File: src/rtl/led_pkg.sv
// Shared types and constants for the LED scan sequencer: pattern modes, FSM
// states, scan direction and the per-step select update.
package led_pkg;

  typedef enum logic [1:0] {
    MODE_UP      = 2'b00,
    MODE_DOWN    = 2'b01,
    MODE_PING    = 2'b10,
    MODE_ONESHOT = 2'b11
  } mode_t;

  typedef enum logic {
    IDLE = 1'b0,
    RUN  = 1'b1
  } state_t;

  typedef enum logic {
    DIR_UP   = 1'b0,
    DIR_DOWN = 1'b1
  } dir_t;

  localparam logic [2:0] SEL_MAX = 3'd7;

  typedef struct packed {
    logic [2:0] sel;
    dir_t       dir;
  } scan_pos_t;

  // Next select code and direction for one step in the given pattern.
  // One-shot completion at SEL_MAX is handled by the FSM, not here.
  function automatic scan_pos_t next_pos(mode_t mode, logic [2:0] sel, dir_t dir);
    scan_pos_t r;
    // NOTE: r gets a full default first so every branch below leaves it
    // defined; the same habit keeps always_comb blocks latch-free.
    r.sel = sel;
    r.dir = dir;
    case (mode)
      MODE_UP, MODE_ONESHOT: r.sel = sel + 3'd1;
      MODE_DOWN:             r.sel = sel - 3'd1;
      MODE_PING: begin
        if (dir == DIR_UP) begin
          if (sel == SEL_MAX) begin
            r.sel = sel - 3'd1;
            r.dir = DIR_DOWN;
          end else begin
            r.sel = sel + 3'd1;
          end
        end else begin
          if (sel == 3'd0) begin
            r.sel = sel + 3'd1;
            r.dir = DIR_UP;
          end else begin
            r.sel = sel - 3'd1;
          end
        end
      end
      default: r.sel = sel;
    endcase
    return r;
  endfunction

endpackage

File: src/rtl/led_scan_ctrl_if.sv
// Control/status bundle of the LED scan sequencer; master drives the
// run controls, slave (the sequencer) drives the decoder and status lines.
interface led_scan_ctrl_if;
  import led_pkg::*;

  logic       start;
  logic       stop;
  logic       hold;
  mode_t      mode;
  logic [2:0] sel;
  logic       dec_en;
  logic       busy;
  logic       step;
  logic       done;

  modport master (
    output start, stop, hold, mode,
    input  sel, dec_en, busy, step, done
  );

  modport slave (
    input  start, stop, hold, mode,
    output sel, dec_en, busy, step, done
  );

endinterface

File: src/rtl/led_tick_gen.sv
// Step-rate prescaler: counts 0..DIV-1 and flags the terminal count, with a
// synchronous clear and a hold that freezes the count.
module led_tick_gen #(
  parameter int DIV = 25_000_000
) (
  input  logic clk,
  input  logic rst,
  input  logic clr,
  input  logic hold,
  output logic tick
);

  localparam int CW = $clog2(DIV);
  localparam logic [CW-1:0] LAST = CW'(DIV - 1);

  logic [CW-1:0] cnt;

  // NOTE: sequential state is assigned with <= so every register samples the
  // pre-edge values; blocking = here would create order-dependent logic.
  always_ff @(posedge clk) begin
    if (rst || clr) begin
      cnt <= '0;
    end else if (!hold) begin
      cnt <= (cnt == LAST) ? '0 : cnt + CW'(1);
    end
  end

  // A held cycle is not a step, even if the count sits at LAST.
  assign tick = (cnt == LAST) && !hold;

endmodule

File: src/rtl/led_scan_ctrl.sv
// LED scan sequencer driving a 3-to-8 decoder: one LED lit at a time, stepped
// every DIV cycles in up, down, ping-pong or one-shot order.
module led_scan_ctrl
  import led_pkg::*;
#(
  parameter int DIV = 25_000_000
) (
  input  logic           clk,
  input  logic           rst,
  led_scan_ctrl_if.slave bus
);

  state_t     state;
  mode_t      mode_q;
  dir_t       dir_q;
  logic [2:0] sel_q;
  logic       dec_en_q;
  logic       busy_q;
  logic       step_q;
  logic       done_q;

  logic       tick;
  logic       clr;
  scan_pos_t  nxt;

  // The prescaler idles at zero, which also makes the start edge clear it.
  assign clr = (state == IDLE) || bus.stop;

  led_tick_gen #(.DIV(DIV)) u_tick_gen (
    .clk  (clk),
    .rst  (rst),
    .clr  (clr),
    .hold (bus.hold),
    .tick (tick)
  );

  assign nxt = next_pos(mode_q, sel_q, dir_q);

  always_ff @(posedge clk) begin
    if (rst) begin
      state    <= IDLE;
      mode_q   <= MODE_UP;
      dir_q    <= DIR_UP;
      sel_q    <= '0;
      dec_en_q <= 1'b0;
      busy_q   <= 1'b0;
      step_q   <= 1'b0;
      done_q   <= 1'b0;
    end else begin
      step_q <= 1'b0;
      done_q <= 1'b0;
      case (state)
        IDLE: begin
          if (bus.start && !bus.stop) begin
            state    <= RUN;
            mode_q   <= bus.mode;
            sel_q    <= (bus.mode == MODE_DOWN) ? SEL_MAX : 3'd0;
            dir_q    <= (bus.mode == MODE_DOWN) ? DIR_DOWN : DIR_UP;
            dec_en_q <= 1'b1;
            busy_q   <= 1'b1;
          end
        end
        RUN: begin
          if (bus.stop) begin
            state    <= IDLE;
            mode_q   <= MODE_UP;
            dir_q    <= DIR_UP;
            sel_q    <= '0;
            dec_en_q <= 1'b0;
            busy_q   <= 1'b0;
          end else if (tick) begin
            if (mode_q == MODE_ONESHOT && sel_q == SEL_MAX) begin
              state    <= IDLE;
              mode_q   <= MODE_UP;
              dir_q    <= DIR_UP;
              sel_q    <= '0;
              dec_en_q <= 1'b0;
              busy_q   <= 1'b0;
              done_q   <= 1'b1;
            end else begin
              sel_q  <= nxt.sel;
              dir_q  <= nxt.dir;
              step_q <= 1'b1;
            end
          end
        end
        default: state <= IDLE;
      endcase
    end
  end

  assign bus.sel    = sel_q;
  assign bus.dec_en = dec_en_q;
  assign bus.busy   = busy_q;
  assign bus.step   = step_q;
  assign bus.done   = done_q;

endmodule

File: src/flat_wrapper.sv
// flat-port wrapper written by rule: the top's interface ports become plain ports
module led_scan_ctrl_flat import led_pkg::*;
#(
  parameter int DIV = 25_000_000
)
  (clk, rst, bus_start, bus_stop, bus_hold, bus_mode, bus_sel, bus_dec_en, bus_busy, bus_step, bus_done);
  led_scan_ctrl_if bus_i ();
  input  logic clk;
  input  logic rst;
  input wire logic [$bits(bus_i.start)-1:0] bus_start;
  input wire logic [$bits(bus_i.stop)-1:0] bus_stop;
  input wire logic [$bits(bus_i.hold)-1:0] bus_hold;
  input wire logic [$bits(bus_i.mode)-1:0] bus_mode;
  output wire logic [$bits(bus_i.sel)-1:0] bus_sel;
  output wire logic [$bits(bus_i.dec_en)-1:0] bus_dec_en;
  output wire logic [$bits(bus_i.busy)-1:0] bus_busy;
  output wire logic [$bits(bus_i.step)-1:0] bus_step;
  output wire logic [$bits(bus_i.done)-1:0] bus_done;
  assign bus_i.start = bus_start;
  assign bus_i.stop = bus_stop;
  assign bus_i.hold = bus_hold;
  assign bus_i.mode = bus_mode;
  assign bus_sel = bus_i.sel;
  assign bus_dec_en = bus_i.dec_en;
  assign bus_busy = bus_i.busy;
  assign bus_step = bus_i.step;
  assign bus_done = bus_i.done;
  led_scan_ctrl #(.DIV(DIV)) u_core (.clk(clk), .rst(rst), .bus(bus_i));
endmodule
File: config.mk
export PLATFORM = sky130hd
export DESIGN_NAME = led_scan_ctrl_flat
export DESIGN_NICKNAME = d
export VERILOG_FILES = /design/src/rtl/led_pkg.sv /design/src/rtl/led_scan_ctrl_if.sv /design/src/rtl/led_tick_gen.sv /design/src/rtl/led_scan_ctrl.sv /design/src/flat_wrapper.sv
export SDC_FILE = /design/constraint.sdc
export NUM_CORES = 1
export LEC_CHECK = 0
export BUFFER_PORTS_ARGS = -buffer_cell sky130_fd_sc_hd__buf_4
export CORE_MARGIN = 2
export CORE_UTILIZATION = 39
export DETAILED_ROUTE_END_ITERATION = 7
export PLACE_DENSITY = 0.59
export SLEW_MARGIN = 20
export SYNTH_ARGS = -nofsm -noshare
export SYNTH_HDL_FRONTEND = slang
export SYNTH_SLANG_ARGS = --single-unit
File: constraint.sdc
create_clock -name clk -period 1.76 [get_ports clk]
set_input_delay 0.088 -clock clk [delete_from_list [all_inputs] [get_ports clk]]
set_output_delay 0.088 -clock clk [all_outputs]
set_load 0.01 [all_outputs]
; Yosys cells after proc, flatten, opt, wreduce, memory -nomap -nowiden
; Cells that the tools add are included.
[word_totals]
register_bits = 35
[op_classes]
mux = 36
bitwise_logic = 2
eq_ne = 10
reduce_logical = 14
addsub = 3
[op_table]
columns = operator, count
row1 = $add 25x1->25 const B, 1
row2 = $eq 25x25->1 const B, 1
row3 = $mux 25, 1
row4 = $mux 3, 7
row5 = $mux 1, 17
row6 = $pmux 3 s3, 1
row7 = $mux 2, 4
row8 = $ne 3x3->1 const B, 2
row9 = $pmux 1 s2, 3
row10 = $pmux 3 s2, 1
row11 = $reduce_and 3->1, 2
row12 = $eq 2x1->1 const B, 2
row13 = $eq 2x2->1 const B, 2
row14 = $mux 4, 1
row15 = $ne 4x4->1 const B, 1
row16 = $pmux 2 s2, 1
row17 = $reduce_or 4->1, 1
row18 = $add 3x1->3 const B, 1
row19 = $eq 3x3->1 const B, 1
row20 = $logic_and 1x1->1, 3
row21 = $logic_not 3->1, 1
row22 = $sub 3x1->3 const B, 1
row23 = $logic_not 1->1, 2
row24 = $logic_not 2->1, 1
row25 = other kinds (5), 7

; Logic depth before layout (Yosys ltp)
[logic_depth]
depth_word = 8
mapped_depth = 7
depth_no_buf = 7

; By module
; A second synthesis with hierarchy kept.
[unflattened]
hier_cells = 221
hier_area_um2 = 1920.6
[modules_own_cells]
columns = mod, seq_area_each_um2, cells_each, instances, area_each_um2
row1 = led_tick_gen, 500.5, 147, 1, 1286.2
row2 = led_scan_ctrl, 200.2, 74, 1, 634.4

; Worst setup path before layout
; No wires, ideal clock.
[synth_path]
path_type = reg2reg
startpoint = register u_core.sel_q[0], in the netlist u_core.bus.sel[0]
endpoint = register u_core.sel_q[1], in the netlist u_core.bus.sel[1]
setup_slack_ps = -152
period_less_slack_ps = 1912
t_arrival_ps = 1833
stages_incl_launch_ff = 8
setup_time_ps = 79
path_cell_list = dfxtp_1 inv_1 ha_1 nand2b_1 and2_1 or4b_1 a31o_2 a211oi_2
[synth_via]
elab_chain_cells = 8
[synth_rtl]
columns = item, line
row1 = "start, declared", led_scan_ctrl.sv:16  ; logic [2:0] sel_q;
row2 = "start signal, assigned", led_scan_ctrl.sv:57  ; sel_q <= (bus.mode == MODE_DOWN) ? SEL_MAX : 3'd0;
row3 = "start signal, assigned", led_scan_ctrl.sv:81  ; sel_q <= nxt.sel;
row4 = $add 3x1->3 (tied with other cells), "led_pkg.sv:38, led_pkg.sv:46, led_pkg.sv:50"
row5 = $mux 3 (on tied branches), "led_pkg.sv:42, led_pkg.sv:49"
row6 = $mux 4, led_pkg.sv:41  ; if (dir == DIR_UP) begin
row7 = $pmux 3 s3, led_pkg.sv:37  ; case (mode)
row8 = $mux 3 (*), led_scan_ctrl.sv:72  ; if (mode_q == MODE_ONESHOT && sel_q == SEL_MAX) begin
row9 = $mux 3 (*), led_scan_ctrl.sv:71  ; end else if (tick) begin
row10 = $mux 3 (*), led_scan_ctrl.sv:64  ; if (bus.stop) begin
row11 = $pmux 3 s2 (*), led_scan_ctrl.sv:52  ; case (state)
; Every way passes the cells marked *; elsewhere a longest branch is shown, timed or not. The select of a mux whose other input is x is not followed.
; A chain may end at the register's enable or synchronous reset.

; Worst setup path after layout
[layout_path]
startpoint = register u_core.sel_q[1], in the netlist u_core.bus.sel[1]
endpoint = register u_core.sel_q[1], in the netlist u_core.bus.sel[1]
; Same word-level chain as after synthesis.

==> qor.csv <==
metric,value,unit
path type of the worst min-delay path,primary input to register,
GRT Residual Overflow,0,
"Reg clk slew, reported paths",70,ps
Final GP Congestion,0.7585,
Lkg Pwr,0.9053,nW
Setup crit end kind,register,
number of global-route vias before repair,1500,
area grow syn2layout,27.90,%
final setup vio count,0,
clock skew,5.199,ps
f_max,0.5722,GHz
reg2reg start,u_core.bus.sel[1],
worst-margin pin slew,318.5,ps
Routed Antenna Nets,0,
I/O Pins,14,
vias post-DR,1559,
Die Width,73.33,um
Post-Synth XOR/XNOR Area,12.15,%
startpoint types,register,
DR DRC count,0,
family with the most delay on the worst path,simple AND/OR/NAND/NOR gates,
Crit-path slowest cell,or4b_4,
Final Total Pwr,0.001639,W
part of the Yosys area used for sequential elements,37.38,%
die area,5377,um2
largest stage delay on the critical path,470,ps
DR vias/cell,4.949,
adder-cell share of the synthesized area,5.340,%
outcome,finished clean,
relative slew slack,78.22,%
largest net degree at the start of global routing,20,
fill count,466,
Initial Util,39.95,%
final hold vios,0,
Detailed Place HPWL,2768,um
Synth async-reset ratio,0,%
Post-Synth Simple-Gate Area,30.11,%
worst path required time,1970,ps
fin crit period,1748,ps
Hold Path Stages,2,
clock latency on the worst-skew pair,280,ps
Peak VDD IR,469.4,uV
pre-CTS setup slack,-55.24,ps
Buf/Inv on CP,1,
Reg area,710.7,um2
max-cap violation count,0,
main combinational cell family by area after synthesis,simple AND/OR/NAND/NOR gates,
antenna violations before repair,0,
setup TNS,0,ps
site row count,25,
Root Buffer,clkbuf_8,
H-tree levels,2,
Max Slew Vio Count,0,
Core Area,4692,um2
final worst path period share,99.30,%
CP Cell Sequence,"inv_2, ha_2, nand2b_4, and2_4, or4b_4, a31o_2, a211oi_2",
DRT Pass-1 Iters,4,
share of layout cells above drive strength 1,29.50,%
CTS sink cnt,35,
Max Fanout on Critical Path,4,
Post-Syn Area,1874,um2
final instance count without filler cells,315,
total track usage,15.19,%
final setup margin,12.31,ps
Worst Path Arrival,1950,ps
PortBufs,13,
final net count,275,
WL/cell,11.83,um
post-synthesis mux area share,1.602,%
R2R setup slack,10,ps
"Primary FF master, synth",dfxtp_1,
syn_nets,230,
multi-input logic area,1139,um2
worst r2r path cells,7,
first-pass GRT wire length,6382,um
crit path kind,register to register,
Cells after DPL,306,
CTS max path bufs,2,
CTS tree,built,
number of synthesized flops with an enable pin,0,
Pwr per Cell Area,683.5,nW/um2
cells after synthesis,215,
total CTS buffers,5,
Die Span Y,73.33,um
# diodes,0,
drt total wl,3726,um
syn_area_per_cell,8.718,um2
Worst Hold End,u_core.state,
RSZ-0062 raised after global routing,yes,
RR Endpoint,u_core.bus.sel[1],
post-synth cell types,41,
Worst Hold Launch,bus_stop,
Yosys warnings,0,
Synth Area in Compound Gates,9.613,%
register bit count reported by yosys,35,
DRC violation total after the first TritonRoute iteration,35,
==> cell families (layout without fill, tap and decap cells) <==
logic type | Yosys count | in the layout
flops | 35 | 35
xor+xnor | 26 | 26
fa+ha+maj | 8 | 8
simple gates | 103 | 103
compound gates | 25 | 25
buf+inv | 15 | 61
mux | 3 | 3
==> Yosys cell counts (all sizes together), types with 2 or more instances <==
library cell,count,share of area [%]
nor2,37,7.4
dfxtp,35,37
xnor2,16,7.5
nand3,14,4.3
a21oi,10,2.9
xor2,10,4.7
ha,8,5.3
inv,8,1.6
nand2,8,1.7
nor2b,8,2.7
buf,7,2.2
nand4,7,2.3
nor3,7,1.9
and4,4,2.0
nand2b,4,1.3
a211oi,3,2.0
and3,3,1.0
mux2i,3,1.6
o21ai,3,0.80
o21bai,3,1.2
a31o,2,0.93
and2,2,0.67
or2,2,0.67
==> worst max path at each step <==
stage / from / cells after the start / slack [ps] / endpoint
floorplan: u_core.bus.sel[1] / 7 / -40 / u_core.bus.sel[1]
global placement: u_core.bus.sel[1] / 7 / -30 / u_core.bus.sel[1]
detailed placement: u_core.bus.sel[1] / 7 / -60 / u_core.bus.sel[1]
CTS: u_core.u_tick_gen.cnt[9] / 5 / -4 / u_core.mode_q[0]
global route: u_core.u_tick_gen.cnt[8] / 6 / -100 / u_core.u_tick_gen.cnt[2]
finish: u_core.bus.sel[1] / 7 / 10 / u_core.bus.sel[1]
==> registers in the layout, summed over array words and instances, names as in the netlist <==
name,cells
u_core.bus.dec_en,1
u_core.bus.done,1
u_core.bus.sel,3
u_core.bus.step,1
u_core.dir_q,1
u_core.mode_q,2
u_core.state,1
u_core.u_tick_gen.cnt,25
==> placed cells by master, fill, tap and decap left out, drive strengths merged <==
cell type	synthesis	routed
nand3b	1	1
xor2	10	10
and4	4	4
or3	1	1
nand4bb	1	1
and3	3	3
nor3	7	7
nand2	8	8
dfxtp	35	35
nor2	37	37
a211oi	3	3
or2	2	2
a21oi	10	10
ha	8	8
and4b	1	1
xnor2	16	16
o21ai	3	3
nand4	7	7
inv	8	8
or4	1	1
or4b	1	1
clkbuf	0	8
nor4	1	1
a221oi	1	1
nand2b	4	4
a31o	2	2
nor2b	8	8
buf	7	45
a2111oi	1	1
and2	2	2
nand3	14	14
a32o	1	1
a31oi	1	1
o21bai	3	3
mux2i	3	3
==> area by class of cell <==
type,count,share of cell area [%]
inverter,8,1.253
timing repair buffer,45,14.61
tap,54,2.818
multi-input combinational,165,47.49
sequential,35,29.65
clock buffer,8,4.175
==> power breakdown <==
group	total (W)	switching [W]	internal, W
clock network	0.000625	0.000268	0.000357
registers	0.000821	0.0000153	0.000806
logic	0.000192	0.0000893	0.000103
total	0.00164	0.000373	0.00127
==> per-layer routing <==
metal	GRT usage [%]	part of all wire, %
met1	19.68	49
met2	24.22	46
met3	3.841	3.0
met4	6.061	1.6
met5	0	0
==> through the flow <==
step	utilization [%]	cell area, um2	hold slack, ps
6_report	51.09	2397	7.540
5_1_grt	51.09	2397	18.41
4_1_cts	50.53	2371	2.688
3_5_place_dp	48.24	2263	311.8
3_3_place_gp	48.24	2263	309.0
2_1_floorplan	-	1894	177.7
==> repair_timing <==
item	in CTS	in global routing
cloned	0	0
gates resized for setup	1	4
buffers inserted	0	1
pin swaps	2	2
endpoints found under the setup margin	4	31
hold buffers	0	0
No activity file was read; power rests on OpenSTA's default activity.
